<file path="src/rtl/multiband_biquad_eq.sv">
// multiband_biquad_eq: N-band time-multiplexed direct-form-I biquad equalizer with saturated mix
module multiband_biquad_eq #(
  parameter int NUM_BANDS = 3,
  parameter int W = 23,
  parameter int CW = 23,
  parameter int FRAC = 20,
  localparam int AW = $clog2(NUM_BANDS*5)
) (
  input  logic                   sclk,
  input  logic                   rst,
  input  logic                   enable,
  input  logic signed [W-1:0]    uk,
  input  logic                   coef_we,
  input  logic [AW-1:0]          coef_addr,
  input  logic signed [CW-1:0]   coef_data,
  input  logic [NUM_BANDS-1:0]   band_mute,
  output logic [NUM_BANDS*W-1:0] yk_band,
  output logic signed [W-1:0]    yk_mix,
  output logic                   done,
  output logic                   busy,
  output logic                   overrun,
  output logic                   coef_err
);
  localparam int BW = NUM_BANDS > 1 ? $clog2(NUM_BANDS) : 1;
  localparam int ACW = W + CW + 3;
  localparam logic signed [ACW-1:0] MAXV = {{(ACW-W+1){1'b0}}, {(W-1){1'b1}}};
  localparam logic signed [ACW-1:0] MINV = ~MAXV;
  typedef enum logic [1:0] {IDLE, MAC, STORE, MIX} state_t;
  state_t state;
  logic signed [CW-1:0] coef [NUM_BANDS*5];
  logic signed [W-1:0] yb [NUM_BANDS];
  logic signed [W-1:0] y1 [NUM_BANDS];
  logic signed [W-1:0] y2 [NUM_BANDS];
  logic signed [W-1:0] u0, u1, u2, op, res, mix;
  logic signed [W+CW-1:0] prod;
  logic signed [ACW-1:0] acc, term, acc_n;
  logic signed [W+2:0] sum;
  logic [BW-1:0] band;
  logic [2:0] tap;
  logic [AW-1:0] idx;
  logic last;
  function automatic logic signed [W-1:0] sat(input logic signed [ACW-1:0] v);
    return v > MAXV ? MAXV[W-1:0] : v < MINV ? MINV[W-1:0] : v[W-1:0];
  endfunction
  for (genvar g = 0; g < NUM_BANDS; g++) begin : g_out
    assign yk_band[g*W +: W] = yb[g];
  end
  always_comb begin
    idx = AW'(int'(band)*5 + int'(tap));
    last = band == BW'(NUM_BANDS-1);
    op = tap == 3'd0 ? u0 : tap == 3'd1 ? u1 : tap == 3'd2 ? u2 : tap == 3'd3 ? y1[band] : y2[band];
    prod = coef[idx] * op;
    term = prod;
    term = tap > 3'd2 ? -term : term;
    acc_n = tap == 3'd0 ? term : acc + term;
    res = sat(acc >>> FRAC);
    sum = '0;
    for (int i = 0; i < NUM_BANDS; i++) sum = band_mute[i] ? sum : sum + yb[i];
    mix = sat(sum);
  end
  always_ff @(posedge sclk) begin
    if (rst) begin
      state <= IDLE;
      busy <= 1'b0;
      done <= 1'b0;
      overrun <= 1'b0;
      coef_err <= 1'b0;
      yk_mix <= '0;
      u0 <= '0;
      u1 <= '0;
      u2 <= '0;
      acc <= '0;
      band <= '0;
      tap <= '0;
      for (int i = 0; i < NUM_BANDS*5; i++) coef[i] <= '0;
      for (int i = 0; i < NUM_BANDS; i++) begin
        yb[i] <= '0;
        y1[i] <= '0;
        y2[i] <= '0;
      end
    end else begin
      done <= 1'b0;
      coef_err <= coef_we && busy;
      overrun <= overrun | (enable && busy);
      if (coef_we && !busy && int'(coef_addr) < NUM_BANDS*5) coef[coef_addr] <= coef_data;
      case (state)
        IDLE: if (enable) begin
          u0 <= uk;
          busy <= 1'b1;
          band <= '0;
          tap <= '0;
          state <= MAC;
        end
        MAC: begin
          acc <= acc_n;
          tap <= tap + 3'd1;
          state <= tap == 3'd4 ? STORE : MAC;
        end
        STORE: begin
          yb[band] <= res;
          y1[band] <= res;
          y2[band] <= y1[band];
          tap <= '0;
          band <= last ? band : band + BW'(1);
          state <= last ? MIX : MAC;
        end
        default: begin
          yk_mix <= mix;
          u2 <= u1;
          u1 <= u0;
          done <= 1'b1;
          busy <= 1'b0;
          state <= IDLE;
        end
      endcase
    end
  end
endmodule

</file>
<file path="config.mk">
export PLATFORM = sky130hd
export DESIGN_NAME = multiband_biquad_eq
export DESIGN_NICKNAME = d
export VERILOG_FILES = /design/src/rtl/multiband_biquad_eq.sv
export SDC_FILE = /design/constraint.sdc
export NUM_CORES = 2
export LEC_CHECK = 0
export CAP_MARGIN = 10
export CORE_UTILIZATION = 30
export CTS_CLUSTER_SIZE = 25
export DETAILED_ROUTE_END_ITERATION = 12
export GPL_ROUTABILITY_DRIVEN = 0
export PLACE_DENSITY_LB_ADDON = 0.1
export SLEW_MARGIN = 30
export SYNTH_ARGS = -nofsm -noshare
export SYNTH_HDL_FRONTEND = slang
export SYNTH_SLANG_ARGS = --single-unit
</file>
<file path="constraint.sdc">
create_clock -name sclk -period 25.4 [get_ports sclk]
set_input_delay 5.08 -clock sclk [delete_from_list [all_inputs] [get_ports sclk]]
set_output_delay 5.08 -clock sclk [all_outputs]
set_load 0.05 [all_outputs]
</file>
## Yosys cells after proc, flatten, opt, wreduce, memory -nomap -nowiden

Memories as Yosys holds them, arrays and structs flattened. A register that Yosys moved wholly into a read port is not among the register bits.
Cells that the tools add are included.

| operators by class | value |
|---|---|
| add/sub/neg operators | 7 |
| multipliers | 2 |
| $lt $le $gt $ge | 6 |
| equal/unequal tests | 9 |
| mux-type cells | 49 |
| bitwise logic cells | 2 |
| reductions and logical operators | 19 |

Operators by type and width:

| cell | number |
|---|---|
| 2-to-1 mux 23 bit | 12 |
| 2-to-1 mux 49 bit | 2 |
| OR reduction 23 bit | 4 |
| 2-to-1 mux 26 bit | 3 |
| adder 26 x 23 -> 26 bit | 2 |
| adder 49 bit | 1 |
| negator 46 -> 49 bit | 1 |
| multiplier 23 x 23 -> 46 bit | 1 |
| > comparator 29 x 23 -> 1 bit (second input constant) | 1 |
| less-than comparator 29 x 23 -> 1 bit (second input constant) | 1 |
| > comparator 26 x 23 -> 1 bit (second input constant) | 1 |
| less-than comparator 26 x 23 -> 1 bit (second input constant) | 1 |
| 2-to-1 mux 2 bit | 12 |
| 2-to-1 mux 1 bit | 14 |
| case mux 3 bit (3 select lines) | 1 |
| equality test 3 x 2 -> 1 bit (second input constant) | 2 |
| case mux 2 bit (3 select lines) | 1 |
| AND reduction 2 bit | 3 |
| adder 4 x 3 -> 4 bit | 1 |
| equality test 2 bit (second input constant) | 2 |
| logical AND 1 bit | 4 |
| less-than comparator 4 bit (second input constant) | 1 |
| multiplier 2 x 3 -> 4 bit (second input constant) | 1 |
| 2-to-1 mux 4 bit | 1 |
| other kinds (20) | 21 |

| storage, ports and cells | value |
|---|---|
| bits in registers | 152 |
| memory bits (writable) | 552 |
| bits of input ports | 57 |
| output and inout bits | 96 |
| logic and storage cells | 110 |
| memories kept | 4 |

Memories:

| name | words | width | rd ports | clocked after Yosys merged registers in | write ports | RTL line | text |
|---|---|---|---|---|---|---|---|
| coef | 15 | 23 | 1 | 0 | 15 | 30 | `logic signed [CW-1:0] coef [NUM_BANDS*5];` |
| y1 | 3 | 23 | 1 | 1 | 3 | 32 | `logic signed [W-1:0] y1 [NUM_BANDS];` |
| y2 | 3 | 23 | 1 | 1 | 3 | 33 | `logic signed [W-1:0] y2 [NUM_BANDS];` |
| yb | 3 | 23 | 3 | 0 | 3 | 31 | `logic signed [W-1:0] yb [NUM_BANDS];` |

## Depth between registers and ports, before layout

| depth | value |
|---|---|
| depth after elaboration | 10 |
| mapped depth | 52 |

## Worst setup path before layout

OpenSTA, ideal clock, no wires.

| path | value |
|---|---|
| kind | register to register |
| start point | reg band[1] |
| end point | reg acc[45] |
| library setup time | 0.086 ns |
| arrival time | 12.227 ns |
| data required time | 25.314 ns |
| path slack | 13.087 ns |
| cell stages (with the launch flop) | 52 |
| buffers on the path | 5 |
| period minus slack after synthesis | 12.313 ns |
| cells stage by stage | dfxtp_1 ha_1 ha_1 inv_1 fa_1 xnor2_1 xnor2_1 clkbuf_1 clkbuf_1 nand2_1 nand3_1 o21a_1 clkbuf_1 nand2_1 fa_1 fa_1 inv_1 fa_1 [16 not listed] nand2b_2 nor4_4 nor2_1 xnor2_1 ha_1 clkbuf_1 o21a_1 o21ai_0 nand2b_1 a21oi_1 o21bai_1 o21ai_0 a21oi_1 a21oi_1 nor4_1 nor3_1 or3b_2 a211oi_1 |

| on the way | value |
|---|---|
| longest elaborated chain between the ends | 8 |

RTL lines:

| what | RTL line | text |
|---|---|---|
| start: declaration | 38 | `logic [BW-1:0] band;` |
| start signal: assignment | 104 | `band <= last ? band : band + BW'(1);` |
| multiplier 2 x 3 -> 4 bit (*) | 49 | `idx = AW'(int'(band)*5 + int'(tap));` |
| adder 4 x 3 -> 4 bit (*) | 49 |  |
| memory (15 x 23 bit) (*) | n/a |  |
| multiplier 23 x 23 -> 46 bit (*) | 52 | `prod = coef[idx] * op;` |
| negator 46 -> 49 bit | 54 | `term = tap > 3'd2 ? -term : term;` |
| 2-to-1 mux 49 bit (*) | 54 |  |
| adder 49 bit | 55 | `acc_n = tap == 3'd0 ? term : acc + term;` |
| 2-to-1 mux 49 bit (*) | 55 |  |
| end signal: assignment | 95 | `acc <= acc_n;` |
| end: declaration | 36 | `logic signed [ACW-1:0] acc, term, acc_n;` |

Mark *: on every way between the ends. The rest lies on a longest branch, timed or not.
A chain may end at the register's enable or synchronous reset.

## Worst setup path after layout

| path | value |
|---|---|
| start point | reg band[0] |
| end point | reg acc[48] |

The elaborated chain is that of the path after synthesis.

==> reports/results.md <==
| Step | Item | Reported |
|---|---|---|
| timing | Maximum clock skew at final layout | 0.0303 ns |
| synth | Adder-Cell Fraction of Synth Area | 0.247 |
| synth | Most instantiated flip-flop cell in the synthesis netlist | sky130_fd_sc_hd__edfxtp_1 |
| timing | Achievable frequency | 69.9 MHz |
| synth | Leading cell types by total area after synthesis | sky130_fd_sc_hd__edfxtp_1 (28%), sky130_fd_sc_hd__fa_1 (19%), sky130_fd_sc_hd__mux4_2 (5.6%), sky130_fd_sc_hd__dfxtp_1 (5.3%), sky130_fd_sc_hd__ha_1 (5.2%) |
| clock tree | Number of post-CTS setup repair buffers | 0 |
| timing | Sum of negative setup slack | 0 ns |
| timing | Final worst path period share | 0.563 |
| die | DIE WIDTH | 443 um |
| clock tree | Clock tree root driver cell | sky130_fd_sc_hd__clkbuf_16 |
| worst setup path | Sort of element at the end of the critical path | flip-flop |
| run status | Status | completed |
| synth | Proportion of register bits with asynchronous set or reset after synthesis | 0 |
| layout | Area added between synthesis and finish | 12.6% |
| power | Leak Pwr | 27.2 nW |
| drt | Count of nets left with antenna violations after detail routing | 0 |
| synth | Number of synthesized flops with an enable pin | 552 |
| worst setup path | Crit Path Max Fanout | 39 |
| power | Power per standard cell area | 117 nW/um^2 |
| synth | Post-synthesis cell area | 58400 sq um |
| worst setup path | Cell with the most instances on the worst path | sky130_fd_sc_hd__fa_1 |
| synth | Ys Warns | 0 |
| die | I/O Pins | 153 |
| grt | Total global-route track usage | 0.201 |
| synth | Fraction of the mapped netlist area in compound gates | 0.0877 |
| worst setup path | Crit Reg-Reg Startpoint | band[0]$_SDFFE_PP0P_ |
| layout | Ratio of cells with drive above 1 in the final layout | 0.0890 |
| grt | Initial antenna violation count | 7 |
| timing | Pins Over Slew Limit | 0 |
| worst setup path | CP max stage delay | 0.80 ns |
| grt | Total grt overflow | 0 |
| synth | Cells after synthesis | 5698 |
| layout | Commonest cells after routing, fill and taps aside | sky130_fd_sc_hd__inv_1 (691), sky130_fd_sc_hd__fa_1 (568), sky130_fd_sc_hd__edfxtp_1 (552), sky130_fd_sc_hd__nand2_1 (538), sky130_fd_sc_hd__nor2_1 (480) |
| grt | Met1 usage in global routing | 0.277 |
| clock tree | Latest clock arrival within the worst-skew pair | 0.70 ns |
| die | Number of rows in the core area | 161 |
| synth | Simple-Gate Fraction of Synth Area | 0.163 |
| synth | Portion of netlist area occupied by mux cells | 0.0740 |
| synth | Portion of the post-synthesis area used by sequential elements | 0.336 |
| timing | Final Setup Violations | 0 |
| timing | Worst-Margin Slew | 0.970 ns |
| layout | Most common library cell in the layout ignoring fill and taps | sky130_fd_sc_hd__inv_1 |
| worst setup path | Class of the most critical setup path | reg2reg |
| timing | Min Hold Slack | 0.468 ns |
| drt | Wirelength, routed | 198000 um |
| placed design | Total half-perimeter wirelength after legalization and detailed placement | 139000 um |
| hold path | Path type of the worst min-delay path | reg2reg |
| drt | Drt first pass iters | 5 |
| drt | Via count | 41378 |
| placed design | Count of port buffers added during placement | 152 |
| die | Die footprint | 197000 sq um |
| drt | Post-detailed-route DRC marker count | 0 |
| clock tree | Longest Clk Path Bufs | 3 |
| layout | Final-stage net count | 6616 |
| worst setup path | Endpoint of the lowest-slack register-to-register path | acc[48]$_SDFFE_PP0P_ |
| synth | Dominant combinational cell family by area after synthesis | adder cells |
| timing | Unrepaired setup endpoints after global routing | no |
| synth | Post-synthesis average cell area | 10.3 sq um |
| worst setup path | Arr. time, crit path | 14.89 ns |
| drt | Ratio of routed vias to standard cells | 4.96 |
| synth | Flip-flop and latch count after synthesis | 706 |
| worst setup path | Number of cells on the worst reg-to-reg path | 41 |
| synth | Count of distinct cell types in the synthesized netlist | 95 |
| clock tree | Clock tree sinks | 706 |
| worst setup path | Slowest CP cell | sky130_fd_sc_hd__buf_4 |
| grt | Vias in the first global route | 42876 |
| clock tree | Number of H-tree levels | 3 |
| grt | Wire length of the first global-routing pass | 293000 um |
| clock tree | Number of buffers added to fix hold violations after cts | 0 |
| worst setup path | Reg2reg setup slack | 11.10 ns |
| timing | Number of endpoints with negative hold slack in the final report | 0 |
| power | Maximum vdd drop | 0.000107 V |
| grt | Largest net degree at the start of global routing | 76 |
| grt | Gr busiest metal | met2 |
| worst setup path | Data required time of the worst path | 25.99 ns |
| hold path | Count of cells along the worst hold path | 2 |
| synth | Area share of xor/xnor cells in the synthesized design | 0.0257 |
| hold path | Min-Delay Startpoint | acc[2]$_SDFFE_PP0P_ |
| drt | Initial DRC count | 2798 |
| clock tree | Total CTS buffers | 81 |
| die | Core Area | 193000 sq um |
| die | Initial standard-cell utilization of the core | 0.303 |
| clock tree | CTS clock-pin slew for the worst setup and hold paths | 0.06 ns |
| clock tree | Clock tree from TritonCTS | yes |
| worst setup path | Element type at the critical path start | flip-flop |
| grt | Met3 usage | 0.0289 |
| drt | Routed length per instance | 23.7 um |
| synth | Yosys top cell area share | 0.284 |
| hold path | Hold path endpoint | acc[2]$_SDFFE_PP0P_ |
| job | Max_cap viols | 0 |
| clock tree | Post-cts resize count | 0 |
| synth | Cell taking the most area after synthesis | sky130_fd_sc_hd__edfxtp_1 |
| timing | Final min period | 14.30 ns |
| die | Vertical extent of the die | 443 um |
| worst setup path | Timing startpoint of the critical path | band[0]$_SDFFE_PP0P_ |
| grt | Met2 Track Usage GR | 0.331 |
| timing | Worst relative slew slack | 0.353 |
## report_power, final
part	internal, mW	leakage, nW	switching, mW
Sequential	1.32	6.92	0.0510
Clock	0.669	1.28	0.523
Combinational	1.85	19.0	3.27
Total	3.83	27.2	3.85
## worst max-delay path: cells and delay by family, from the launching register on
family / cells / cell delay, ns
AO/OA/AOI/OAI: 9 / 2.93
XOR/XNOR: 1 / 0.16
adder cells (fa/ha/maj): 10 / 5.52
buffers and inverters: 5 / 2.00
flip-flops: 1 / 0.39
multiplexers: 2 / 0.89
AND/OR/NAND/NOR: 14 / 2.27
## cell usage after synthesis, drive strengths merged, types with 19 or more instances
cell / number
a311oi: 25
a211oi: 40
o211ai: 20
xnor2: 116
nand2b: 77
mux2i: 92
nand2: 540
and3: 68
edfxtp: 552
inv: 692
nor3: 71
a21oi: 265
a22oi: 19
buf: 48
or2: 39
a31oi: 34
xor2: 54
nor2: 492
clkbuf: 276
mux4: 145
o21bai: 19
nor4: 23
a21o: 62
o21ai: 162
dfxtp: 154
nor2b: 103
ha: 243
o21a: 42
and2: 429
fa: 569
nand3: 48
## registers in the layout, summed over array words and instances (netlist names), 2 cells and up, named ones only
| name | flops |
|---|---|
| u1 | 23 |
| u0 | 23 |
| tap | 3 |
| u2 | 23 |
| state | 2 |
| y1 | 92 |
| coef | 368 |
| yk_mix | 23 |
| acc | 49 |
| y2 | 92 |
| band | 2 |
## metal layers
metal	up-vias	routed length, um	share of wire
li1	19144	-	-
met5	-	27	0.00014
met1	21145	89900	0.45
met3	210	9530	0.048
met2	875	93800	0.47
met4	4	4690	0.024
## cells by family (layout without fill, tap and decap cells)
logic type,after synthesis,in the layout
AOI/OAI and AO/OA,797,797
xor gates and xnor gates,170,170
adders and majority gates,812,812
buffers and inverters,1016,1107
DFF,706,706
muxes,249,249
other,1,30
and+or+nand+nor,1947,1947
## stage by stage
step                      power [mW]   util  instances  setup slack (ns)  cell area (sq um)
after floorplan                 5.02      -       5720             13.09              58500
after global placement          6.47  0.327       8189             11.03              63100
after detailed placement        6.46  0.327       8189             11.21              63100
after CTS                       7.69  0.341       8336             11.10              65700
after global routing            8.33  0.341       8338             10.26              65800
final                           7.68  0.341       8344             11.10              65800
## worst max path at each step
stage          slack, ns                    to  cells past startpoint
4_1_cts            11.10  acc[48]$_SDFFE_PP0P_                     41
3_5_place_dp       11.21  acc[48]$_SDFFE_PP0P_                     41
2_1_floorplan      13.09  acc[45]$_SDFFE_PP0P_                     51
5_1_grt            10.26  acc[48]$_SDFFE_PP0P_                     45
3_3_place_gp       11.03  acc[48]$_SDFFE_PP0P_                     43
6_report           11.10  acc[48]$_SDFFE_PP0P_                     41
## area by class of cell
type	instances	area, sq um
Antenna cell	7	17.5
Clock buffer	98	2110
Clock inverter	49	504
Fill cell	19536	127000
Inverter	692	2600
Multi-Input combinational cell	3998	35300
Sequential cell	706	19700
Tap cell	2526	3160
Timing Repair Buffer	268	2410
No activity file was read; power rests on OpenSTA's default activity.
